`src/rtl/coin_acceptor_if.sv`:
```
// ----------------------------------------------------------------------------
// coin_acceptor_if : coin-mechanism side and vending-fsm side signal bundle
// Revision 1.0
// ----------------------------------------------------------------------------
`default_nettype none

interface coin_acceptor_if;
  logic       coinSense;
  logic [1:0] coinType;
  logic       acceptEnable;
  logic       coinInserted;
  logic [3:0] money;
  logic       coinReject;
  logic       jam;

  modport master (
    output coinSense,
    output coinType,
    output acceptEnable,
    input  coinInserted,
    input  money,
    input  coinReject,
    input  jam
  );

  modport slave (
    input  coinSense,
    input  coinType,
    input  acceptEnable,
    output coinInserted,
    output money,
    output coinReject,
    output jam
  );
endinterface

`default_nettype wire

```
`src/rtl/coin_acceptor.sv`:
```
// ----------------------------------------------------------------------------
// coin_acceptor : synchronizes/debounces the coin sensor, classifies the coin
//                 and emits one accept or reject pulse per coin.
// Revision 1.0
// ----------------------------------------------------------------------------
`default_nettype none

module coin_acceptor #(
  parameter int         DEBOUNCE_CYCLES = 4,
  parameter int         JAM_CYCLES      = 64,
  parameter logic [3:0] VAL0            = 4'd1,
  parameter logic [3:0] VAL1            = 4'd2,
  parameter logic [3:0] VAL2            = 4'd4
) (
  input  wire logic       clock,
  input  wire logic       resetN,
  coin_acceptor_if.slave  bus
);

  localparam int CW = $clog2(JAM_CYCLES + 1);
  localparam logic [CW-1:0] c_deb_cycles = CW'(DEBOUNCE_CYCLES);
  localparam logic [CW-1:0] c_jam_cycles = CW'(JAM_CYCLES);
  localparam logic [CW-1:0] c_one        = CW'(1);

  typedef enum logic [2:0] {
    ST_IDLE     = 3'd0,
    ST_DEBOUNCE = 3'd1,
    ST_PRESENT  = 3'd2,
    ST_RELEASE  = 3'd3,
    ST_JAM      = 3'd4
  } state_t;

  state_t          r_state;
  logic            r_sync1;
  logic            r_sync2;
  logic [CW-1:0]   r_count;
  logic [1:0]      r_type;
  logic            r_enable;
  logic            r_decide;
  logic            r_inserted;
  logic [3:0]      r_money;
  logic            r_reject;
  logic            r_jam;

  logic            w_sense;
  logic [CW-1:0]   w_count_inc;
  logic            w_type_valid;
  logic [3:0]      w_value;

  assign w_sense     = r_sync2;
  assign w_count_inc = (r_count == {CW{1'b1}}) ? r_count : r_count + c_one;

  always_comb begin
    w_type_valid = 1'b1;
    w_value      = 4'd0;
    case (r_type)
      2'b00:   w_value = VAL0;
      2'b01:   w_value = VAL1;
      2'b10:   w_value = VAL2;
      default: w_type_valid = 1'b0;
    endcase
  end

  always_ff @(posedge clock or negedge resetN) begin
    if (!resetN) begin
      r_state    <= ST_IDLE;
      r_sync1    <= 1'b0;
      r_sync2    <= 1'b0;
      r_count    <= '0;
      r_type     <= 2'b00;
      r_enable   <= 1'b0;
      r_decide   <= 1'b0;
      r_inserted <= 1'b0;
      r_money    <= 4'd0;
      r_reject   <= 1'b0;
      r_jam      <= 1'b0;
    end else begin
      r_sync1    <= bus.coinSense;
      r_sync2    <= r_sync1;
      r_inserted <= 1'b0;
      r_reject   <= 1'b0;

      case (r_state)
        ST_IDLE: begin
          if (w_sense) begin
            r_state <= ST_DEBOUNCE;
            r_count <= c_one;
          end else begin
            r_count <= '0;
          end
        end

        ST_DEBOUNCE: begin
          if (!w_sense) begin
            r_state <= ST_IDLE;
            r_count <= '0;
          end else begin
            r_count <= w_count_inc;
            // Type and enable are frozen here so later changes cannot affect this coin.
            if (w_count_inc >= c_deb_cycles) begin
              r_type   <= bus.coinType;
              r_enable <= bus.acceptEnable;
              r_state  <= ST_PRESENT;
            end
          end
        end

        ST_PRESENT: begin
          if (!w_sense) begin
            r_state  <= ST_RELEASE;
            r_count  <= '0;
            r_decide <= 1'b1;
          end else if (w_count_inc >= c_jam_cycles) begin
            r_state <= ST_JAM;
            r_count <= '0;
            r_jam   <= 1'b1;
          end else begin
            r_count <= w_count_inc;
          end
        end

        ST_RELEASE: begin
          // Decision is registered one edge after the fall is seen.
          if (r_decide) begin
            r_decide <= 1'b0;
            if (w_type_valid && r_enable) begin
              r_inserted <= 1'b1;
              r_money    <= w_value;
            end else begin
              r_reject <= 1'b1;
            end
          end
          if (w_sense) begin
            r_count <= '0;
          end else if (w_count_inc >= c_deb_cycles) begin
            r_state <= ST_IDLE;
            r_count <= '0;
          end else begin
            r_count <= w_count_inc;
          end
        end

        ST_JAM: begin
          if (w_sense) begin
            r_count <= '0;
          end else if (w_count_inc >= c_deb_cycles) begin
            r_state  <= ST_IDLE;
            r_count  <= '0;
            r_jam    <= 1'b0;
            r_reject <= 1'b1;
          end else begin
            r_count <= w_count_inc;
          end
        end

        default: begin
          r_state  <= ST_IDLE;
          r_count  <= '0;
          r_decide <= 1'b0;
          r_jam    <= 1'b0;
        end
      endcase
    end
  end

  assign bus.coinInserted = r_inserted;
  assign bus.money        = r_money;
  assign bus.coinReject   = r_reject;
  assign bus.jam          = r_jam;

endmodule

`default_nettype wire

```
`src/flat_wrapper.sv`:
```
// flat-port wrapper written by rule: the top's interface ports become plain ports
module coin_acceptor_flat 
#(
  parameter int         DEBOUNCE_CYCLES = 4,
  parameter int         JAM_CYCLES      = 64,
  parameter logic [3:0] VAL0            = 4'd1,
  parameter logic [3:0] VAL1            = 4'd2,
  parameter logic [3:0] VAL2            = 4'd4
)
  (clock, resetN, bus_coinSense, bus_coinType, bus_acceptEnable, bus_coinInserted, bus_money, bus_coinReject, bus_jam);
  coin_acceptor_if bus_i ();
  input  wire logic clock;
  input  wire logic resetN;
  input wire logic [$bits(bus_i.coinSense)-1:0] bus_coinSense;
  input wire logic [$bits(bus_i.coinType)-1:0] bus_coinType;
  input wire logic [$bits(bus_i.acceptEnable)-1:0] bus_acceptEnable;
  output wire logic [$bits(bus_i.coinInserted)-1:0] bus_coinInserted;
  output wire logic [$bits(bus_i.money)-1:0] bus_money;
  output wire logic [$bits(bus_i.coinReject)-1:0] bus_coinReject;
  output wire logic [$bits(bus_i.jam)-1:0] bus_jam;
  assign bus_i.coinSense = bus_coinSense;
  assign bus_i.coinType = bus_coinType;
  assign bus_i.acceptEnable = bus_acceptEnable;
  assign bus_coinInserted = bus_i.coinInserted;
  assign bus_money = bus_i.money;
  assign bus_coinReject = bus_i.coinReject;
  assign bus_jam = bus_i.jam;
  coin_acceptor #(.DEBOUNCE_CYCLES(DEBOUNCE_CYCLES), .JAM_CYCLES(JAM_CYCLES), .VAL0(VAL0), .VAL1(VAL1), .VAL2(VAL2)) u_core (.clock(clock), .resetN(resetN), .bus(bus_i));
endmodule
```
`config.mk`:
```
export PLATFORM = sky130hd
export DESIGN_NAME = coin_acceptor_flat
export DESIGN_NICKNAME = d
export VERILOG_FILES = /design/src/rtl/coin_acceptor_if.sv /design/src/rtl/coin_acceptor.sv /design/src/flat_wrapper.sv
export SDC_FILE = /design/constraint.sdc
export NUM_CORES = 1
export LEC_CHECK = 0
export CORE_ASPECT_RATIO = 1.25
export CORE_MARGIN = 10
export CORE_UTILIZATION = 27
export CTS_BUF_LIST = sky130_fd_sc_hd__clkbuf_2
export DETAILED_ROUTE_END_ITERATION = 8
export PLACE_DENSITY = 0.46
export SKIP_LAST_GASP = 1
export SLEW_MARGIN = 5
export SYNTH_ARGS = -nofsm -noshare
export SYNTH_HDL_FRONTEND = slang
export SYNTH_SLANG_ARGS = --single-unit
```
`constraint.sdc`:
```
create_clock -name clock -period 1.9 [get_ports clock]
set_input_delay 0.38 -clock clock [delete_from_list [all_inputs] [get_ports clock]]
set_output_delay 0.38 -clock clock [all_outputs]
set_load 0.05 [all_outputs]
```
# Yosys cells after proc, flatten, opt, wreduce, memory -nomap -nowiden
# Index checks and enable logic that the tools add are counted.
totals:
  output_inout_bits: 7
  register_bits: 23
  word_cells: 78
  in_bits: 6
op_classes:
  n_eq_ne: 17
  mux: 33
  order_cmp: 2
  n_reduce_logical: 12
  addsub: 1
  bitwise: 2
op_table:
  columns: ["op", "n"]
  rows:
  - ["$mux W7", 6]
  - ["$pmux W7 S4", 1]
  - ["$mux W3", 7]
  - ["$mux W1", 14]
  - ["$pmux W3 S4", 1]
  - ["$ne A2 B1 Y1 const B", 5]
  - ["$reduce_and A5 Y1", 2]
  - ["$pmux W3 S3", 1]
  - ["$reduce_or A3 Y1", 3]
  - ["$add A7 B1 Y7 const B", 1]
  - ["$eq A7 B7 Y1 const B", 1]
  - ["$ge A7 B3 Y1 const B", 1]
  - ["$ge A7 B7 Y1 const B", 1]
  - ["$eq A3 B2 Y1 const B", 2]
  - ["$ne A2 B2 Y1 const B", 3]
  - ["$ne A3 B3 Y1 const B", 2]
  - ["$reduce_and A3 Y1", 2]
  - ["$pmux W1 S2", 2]
  - ["$eq A3 B1 Y1 const B", 1]
  - ["$eq A3 B3 Y1 const B", 1]
  - ["$logic_not A3 Y1", 1]
  - ["$pmux W1 S3", 1]
  - ["$eq A2 B1 Y1 const B", 1]
  - ["$eq A2 B2 Y1 const B", 1]
  - ["5 further kinds", 6]

# Longest topological paths before layout
# Gate-level depths: netlist of run 1.
logic_depth:
  word_depth: 7
  ltp_mapped: 6

# Least setup slack after synthesis of run 1
# OpenSTA, ideal clock, no wires.
synth_path:
  kind: "register -> register"
  from: "register u_core.r_count[0]"
  to: "register u_core.r_enable"
  setup_ns: 0.128
  n_path_buf: 0
  stages_incl_launch_ff: 7
  t_required_ns: 1.772
  synth_period_minus_slack_ns: 1.914
  arrival_ns: 1.786
  path_slack_ns: -0.014
  path_cell_list: "dfrtp_1 > ha_1 > and4_4 > a211oi_4 > nor2_1 > a21oi_2 > mux2_1"
synth_via:
  elab_chain_len: 4
  word_cells_on_any_way: 5
  cone_classes: "add/sub: 1; order compare: 1; eq/ne: 1; mux: 1; reduce/logical: 1"
synth_lines:
  columns: ["element", "line_no", "text"]
  rows:
  - ["from (decl)", "coin_acceptor.sv:36", "logic [CW-1:0] r_count;"]
  - ["from (signal assigned)", "coin_acceptor.sv:87", "r_count <= c_one;"]
  - ["from (signal assigned)", "coin_acceptor.sv:98", "r_count <= w_count_inc;"]
  - ["from (signal assigned)", "coin_acceptor.sv:118", "r_count <= w_count_inc;"]
  - ["$add A7 B1 Y7 or $eq A7 B7 Y1 (tied branches)", "coin_acceptor.sv:51", "assign w_count_inc = (r_count == {CW{1'b1}}) ? r_count : r_count + c_one;"]
  - ["$mux W7 (*)", "coin_acceptor.sv:51", null]
  - ["$ge A7 B3 Y1 (*)", "coin_acceptor.sv:100", "if (w_count_inc >= c_deb_cycles) begin"]
  - ["$reduce_and A3 Y1 (no source line) (*)", null, null]
  - ["to (signal assigned)", "coin_acceptor.sv:102", "r_enable <= bus.acceptEnable;"]
  - ["to (decl)", "coin_acceptor.sv:38", "logic r_enable;"]
# Mark *: on every way between the ends. The rest lies on a longest branch, timed or not.
# A chain may end at the register's enable or synchronous reset.

# Worst setup path after layout of run 1
layout_path:
  from: "register u_core.r_count[1]"
  to: "register u_core.r_state[0]"
layout_via:
  elab_chain_len: 5
  word_cells_on_any_way: 9
  cone_classes: "add/sub: 1; order compare: 2; eq/ne: 4; mux: 1; reduce/logical: 1"
layout_lines:
  columns: ["element", "line_no", "text"]
  rows:
  - ["$add A7 B1 Y7 or $eq A7 B7 Y1 (tied branches)", "coin_acceptor.sv:51", null]
  - ["$mux W7 (*)", "coin_acceptor.sv:51", null]
  - ["$ge A7 B7 Y1 or $ge A7 B3 Y1 (tied branches)", null, null]
  - ["$ne A3 B3 Y1 (no source line) or $ne A2 B1 Y1 (tied branches)", null, null]
  - ["$reduce_and A5 Y1 (no source line) (*)", null, null]
  - ["to (signal assigned)", "coin_acceptor.sv:66", "r_state <= ST_IDLE;"]
  - ["to (signal assigned)", "coin_acceptor.sv:110", "r_state <= ST_RELEASE;"]
  - ["to (signal assigned)", "coin_acceptor.sv:114", "r_state <= ST_JAM;"]
  - ["to (decl)", "coin_acceptor.sv:33", "state_t r_state;"]
# Marked as above.

==> impl_metrics.tcl, run 1 <==
set metrics [dict create \
    die_area_mm2 0.00755 \
    area_growth_pct 24.9 \
    synthTopCellsByCount "dfrtp_1 (22), nor2_1 (19), nand2_1 (10)" \
    post_dp_cell_area_mm2 0.00141 \
    cts_root_buf "clkbuf_2" \
    regArea_um2 551 \
    rr_worst_depth 6 \
    synth-edff-count 0 \
    core-area_mm2 0.00436 \
    period_needed_ps 1830 \
    ys_warn_count 0 \
    rows 27 \
    reg2reg_slack_ps 70 \
    async_flop_share 1.00 \
    vias 965 \
    drive_above_1_share 0.277 \
    synth_area_mm2 0.00120 \
    cp_max_fo 4 \
    nets 149 \
    min_period_over_period 0.962 \
    cts.sinks 22 \
    multi_input_area_um2 659 \
    yosysSeqAreaShare 0.457 \
    endpoint_kind "flop" \
    max_slew_margin 0.662 \
    synth-seq-cells 22 \
    synthTopCellsByArea "dfrtp_1 (46%), nor2_1 (5.9%), nand2_1 (3.1%)" \
    grt_overflow 0 \
    diodes 0 \
    drt_drc_violations_left 0 \
    finClkSkew_ps 12.9 \
    htreeDepth 1 \
    grt_max_degree 23 \
    initial_core_util 0.276 \
    fin_total_pwr_uw 1580 \
    crit_path_start "u_core.r_count[1]$_DFF_PN0_" \
    fin_hold_ws_ps 371 \
    grt_pass1_vias 996 \
    r2r-start "u_core.r_count[1]$_DFF_PN0_" \
    dr.pass1.iters 4 \
    final_cells 199 \
    status "finished clean" \
    cellLeakagePower_uw 0.000650 \
    drt_wl_total_um 2800 \
    gp_congestion 0.830 \
    grt_pass1_wl_um 4760 \
    netlist_instances 121 \
    setup_viol 0 \
    grt_usage 0.0780 \
    synth_flop_cell "dfrtp_1" \
    syn-num-nets 128 \
    crit_end "u_core.r_state[0]$_DFFE_PN0P_" \
    vdd_ir_drop_max_mv 0.648 \
    fill_cells 453 \
    ys_types 47 \
    start_kind "flop" \
    io_buffer_count 11 \
    ant_nets 0 \
    clkSlewWorstSetupHoldPaths_ps 220 \
    arrival_ps 2080 \
    cts_tree "done" \
    die_w_um 79.7 \
    slew_viol_final 0 \
    synth_top_cell_area_share 0.457 \
    insertion_delay_ps 320 \
    post_drt_wl_per_cell_um 14.1 \
    numCtsBuffers 3 \
    synth_most_common_cell "dfrtp_1" \
    ctsHoldBuffers 0 \
    hold_violations 0 \
    powerDensity_mw_per_mm2 1050 \
    die_h_um 94.7 \
    routed_via_density 4.85 \
    post-dp-hpwl_um 2100 \
    cts.path.max_buffers 2 \
    min_path_type "in2async" \
    cp_data_required_time_ps 2150 \
    synth.avg_cell_area_um2 9.95 \
    drt_iter0_markers 18 \
    critPathKind "reg2reg" \
    grt_antenna_before_repair 0 \
    synth_top_area_cell "dfrtp_1" \
    dp_cells 193 \
    tightest_slew_ps 510 \
    final_area_mm2 0.00150 \
    max_cap_violations 0 \
    ios 13 \
    fmax_mhz 547 \
    r2r_end "u_core.r_state[0]$_DFFE_PN0P_" \
]
## state kept, by name, summed over array words and instances, names as in the netlist
register and count:
u_core.bus.coinReject 1, u_core.r_enable 1, u_core.bus.coinInserted 1, u_core.r_count 7, u_core.r_sync2 1, u_core.r_sync1 1
u_core.r_state 3, u_core.r_type 2, u_core.r_decide 1, u_core.bus.jam 1, u_core.bus.money 3
## layout by cell type, fill, tap and decap left out, types with 2 or more instances in the layout
| cell | n |
|---|---|
| dfrtp_1 | 22 |
| nor2_1 | 19 |
| buf_4 | 16 |
| nand2_1 | 10 |
| nor2b_1 | 5 |
| a21oi_1 | 5 |
| clkdlybuf4s50_1 | 5 |
| inv_1 | 4 |
| xnor2_1 | 3 |
| nor3_1 | 3 |
| nand3_1 | 3 |
| mux2_4 | 3 |
| clkbuf_2 | 3 |
| a21oi_4 | 2 |
| nand4_1 | 2 |
| o21ai_0 | 2 |
| o41ai_1 | 2 |
| dlygate4sd2_1 | 2 |
## worst max-delay path, cell delays in order (launching register included)
cell and delay [ps]:
dfrtp_1 460, ha_4 180, and4_4 210, and3_4 200, o32a_2 190, o41a_1 380
a211oi_2 140
## stage by stage
step                TNS (ps)  utilization  setup slack (ps)
finish                     0        0.345              72.2
global route           -67.9        0.345             -23.3
CTS                        0        0.332              4.68
detailed placement         0        0.324              2.47
global placement           0        0.324              50.2
floorplan                  0            -              16.7
## worst min path at each step
stage,startpoint,end,slack (ps),cells past startpoint
after detailed placement,u_core.r_sync1$_DFF_PN0_,u_core.r_sync2$_DFF_PN0_,350,0
after floorplan,resetN,u_core.bus.coinInserted$_DFF_PN0_,80,0
final,resetN,u_core.r_state[2]$_DFFE_PN0P_,370,2
after CTS,resetN,u_core.r_state[1]$_DFFE_PN0P_,360,2
after global routing,resetN,u_core.r_state[1]$_DFFE_PN0P_,360,2
after global placement,u_core.r_sync1$_DFF_PN0_,u_core.r_sync2$_DFF_PN0_,340,0
## final cells by class
type	instances	share of cell area
inverter	4	0.00998
clock buffer	3	0.00998
timing repair buffer	23	0.125
sequential	22	0.366
tap	58	0.0483
multi-input combinational	88	0.438
clock inverter	1	0.00250
## per-layer routing
| layer | wire [µm] | vias to the layer above | GRT usage | share of wire |
|---|---|---|---|---|
| met5 | 0 | - | 0 | 0 |
| met4 | 17 | 0 | 0.0269 | 0.0061 |
| met3 | 131 | 2 | 0.0238 | 0.047 |
| met2 | 1430 | 17 | 0.141 | 0.51 |
| met1 | 1210 | 479 | 0.0833 | 0.43 |
| li1 | - | 467 | - | - |
## cells by family (layout without fill, tap and decap cells)
| logic type | count (synthesis) | after routing | synth area share |
|---|---|---|---|
| flip-flops | 22 | 22 | 0.457 |
| AND/OR/NAND/NOR | 52 | 52 | 0.230 |
| other | 1 | 1 | 0.00312 |
| adder cells (fa/ha/maj) | 1 | 1 | 0.0104 |
| AO/OA/AOI/OAI | 26 | 26 | 0.187 |
| XOR/XNOR | 4 | 4 | 0.0291 |
| buffers and inverters | 11 | 31 | 0.0457 |
| multiplexers | 4 | 4 | 0.0374 |
## what timing repair did
item                                    4_1_cts  5_1_grt
pin swaps                                     1        2
resized for setup                             4        7
endpoints found under the setup margin        4        7
cloned                                        0        0
setup buffers                                 1        1
endpoints found under the hold margin         0        0
## power breakdown
group          leakage [µW]  internal, µW  switching [µW]
combinational      0.000343           303             384
sequential         0.000294           570             132
clock             0.0000140          45.8             143
total              0.000650           918             658
No activity file was read; power rests on OpenSTA's default activity.
==> run 2: changes to the inputs <==
--- a/config.mk
+++ b/config.mk
@@ -10,7 +10,8 @@
 export CORE_UTILIZATION = 27
 export CTS_BUF_LIST = sky130_fd_sc_hd__clkbuf_2
 export DETAILED_ROUTE_END_ITERATION = 8
-export PLACE_DENSITY = 0.46
+export HOLD_SLACK_MARGIN = 0.08
+export PLACE_DENSITY = 0.44
 export SKIP_LAST_GASP = 1
 export SLEW_MARGIN = 5
 export SYNTH_ARGS = -nofsm -noshare
==> constraint.sdc (replaced) <==
create_clock -name clock -period 1.87 [get_ports clock]
set_input_delay 0.374 -clock clock [delete_from_list [all_inputs] [get_ports clock]]
set_output_delay 0.374 -clock clock [all_outputs]
set_load 0.05 [all_outputs]
==> run 2 against run 1 <==
Combinational power down 2%. Sequential power up 0.9%. Wire length down 0.14%. First-iteration DRC count unchanged. Critical path type unchanged.
==> impl_metrics.tcl, run 2 (synthesis results as in run 1) <==
set metrics [dict create \
    powerDensity_mw_per_mm2 1050 \
    grt_overflow 0 \
    drt_iter0_markers 18 \
    fmax_mhz 553 \
    top_register "u_core.r_count" \
    die_area_mm2 0.00755 \
    cp_max_fo 5 \
    ant_nets 0 \
    routed_via_density 4.80 \
    core-area_mm2 0.00436 \
    slew_viol_final 0 \
    finClkSkew_ps 24.3 \
    grt_pass1_wl_um 4670 \
    post_drt_wl_per_cell_um 14.2 \
    rsz0062_at_grt "true" \
    nets 148 \
    die_h_um 94.7 \
    cts_root_buf "clkbuf_2" \
    critPathKind "reg2reg" \
    io_buffer_count 11 \
    period_needed_ps 1810 \
    post-dp-hpwl_um 2090 \
    cp_data_required_time_ps 2090 \
    fin_tns_setup_ps 0 \
    max_cap_violations 0 \
    grt_max_degree 23 \
    dr.pass1.iters 5 \
    endpoint_kind "flop" \
    numCtsBuffers 3 \
    layout_commonest_cell "dfrtp_1" \
    drt_wl_total_um 2790 \
    ctsHoldBuffers 0 \
    fill_cells 452 \
    rows 27 \
    grt_usage 0.0774 \
    status "finished clean" \
    vdd_ir_drop_max_mv 0.531 \
    area_growth_pct 23.8 \
    diodes 0 \
    initial_core_util 0.276 \
    min_path_type "in2async" \
    drt_drc_violations_left 0 \
    min_period_over_period 0.968 \
    hold_violations 0 \
    cellLeakagePower_uw 0.000637 \
    setup_viol 0 \
    clkSlewWorstSetupHoldPaths_ps 230 \
    start_kind "flop" \
    insertion_delay_ps 330 \
    ios 13 \
    die_w_um 79.7 \
    final_cells 197 \
    cts.path.max_buffers 2 \
    vias 945 \
    grt_pass1_vias 1008 \
    drive_above_1_share 0.288 \
    final_cell_mix "dfrtp_1 (22), nor2_1 (18), buf_4 (17)" \
    cts.sinks 22 \
    largest_reg_flops 7 \
    gp_congestion 0.807 \
    arrival_ps 2030 \
    htreeDepth 1 \
    cts_tree "done" \
    dp_cells 193 \
    grt_antenna_before_repair 0 \
]
-- run 2: stage by stage --
stage,hold WS (ps),utilization,total power [µW],worst slack [ps],instance area (µm²)
final,364,0.342,1570,60.2,1490
after global routing,384,0.342,1690,-42.4,1490
after CTS,376,0.332,1530,4.38,1450
after detailed placement,341,0.323,1330,-4.04,1410
after global placement,337,0.323,1320,-8.96,1410
after floorplan,78.4,-,1110,0.714,1200
-- run 2: path summary, 6_finish.rpt --
kind,end,start,slack [ps],depth (start not counted)
worst min-delay path,u_core.r_state[1]$_DFFE_PN0P_,resetN,360,2
worst max register to register,u_core.r_count[0]$_DFF_PN0_,u_core.r_count[1]$_DFF_PN0_,60,7
worst max-delay path,u_core.r_count[0]$_DFF_PN0_,u_core.r_count[1]$_DFF_PN0_,60,7
max in group asynchronous,u_core.bus.money[1]$_DFFE_PN0P_,resetN,1250,2
min in group clock,u_core.r_sync2$_DFF_PN0_,u_core.r_sync1$_DFF_PN0_,380,0
worst min register to register,u_core.r_sync2$_DFF_PN0_,u_core.r_sync1$_DFF_PN0_,380,0
-- run 2: what timing repair did --
action                                  in CTS  in global routing
buffers inserted                             0                  1
endpoints found under the setup margin       8                 14
resized for setup                            3                  6
pin swaps                                    1                  3
-- run 2: layout make-up --
class	count	area, µm²	area share
multi-input combinational	88	659	0.442
sequential	22	551	0.369
timing repair buffer	22	178	0.119
tap	58	72.6	0.0487
clock buffer	3	15.0	0.0101
inverter	4	15.0	0.0101
-- run 2: per-layer routing --
metal	wire, µm	part of all wire	up-vias	GRT usage
met5	0	0	-	0
met4	14	0.0050	0	0.0269
met3	85	0.030	2	0.0190
met2	1480	0.53	10	0.141
met1	1220	0.44	467	0.0847
li1	-	-	466	-
-- run 2: critical path, cell delays in order (launching register included) --
cell,delay (ps)
dfrtp_1,460
ha_4,180
and4_4,200
a211oi_4,240
buf_4,190
nor4_4,50
a21oi_2,290
o21ai_1,110
-- run 2: power breakdown --
group	leakage (µW)	internal (µW)	switching, µW	total [µW]
Sequential	0.000294	579	129	708
Combinational	0.000331	285	388	672
Clock	0.0000125	43.7	146	190
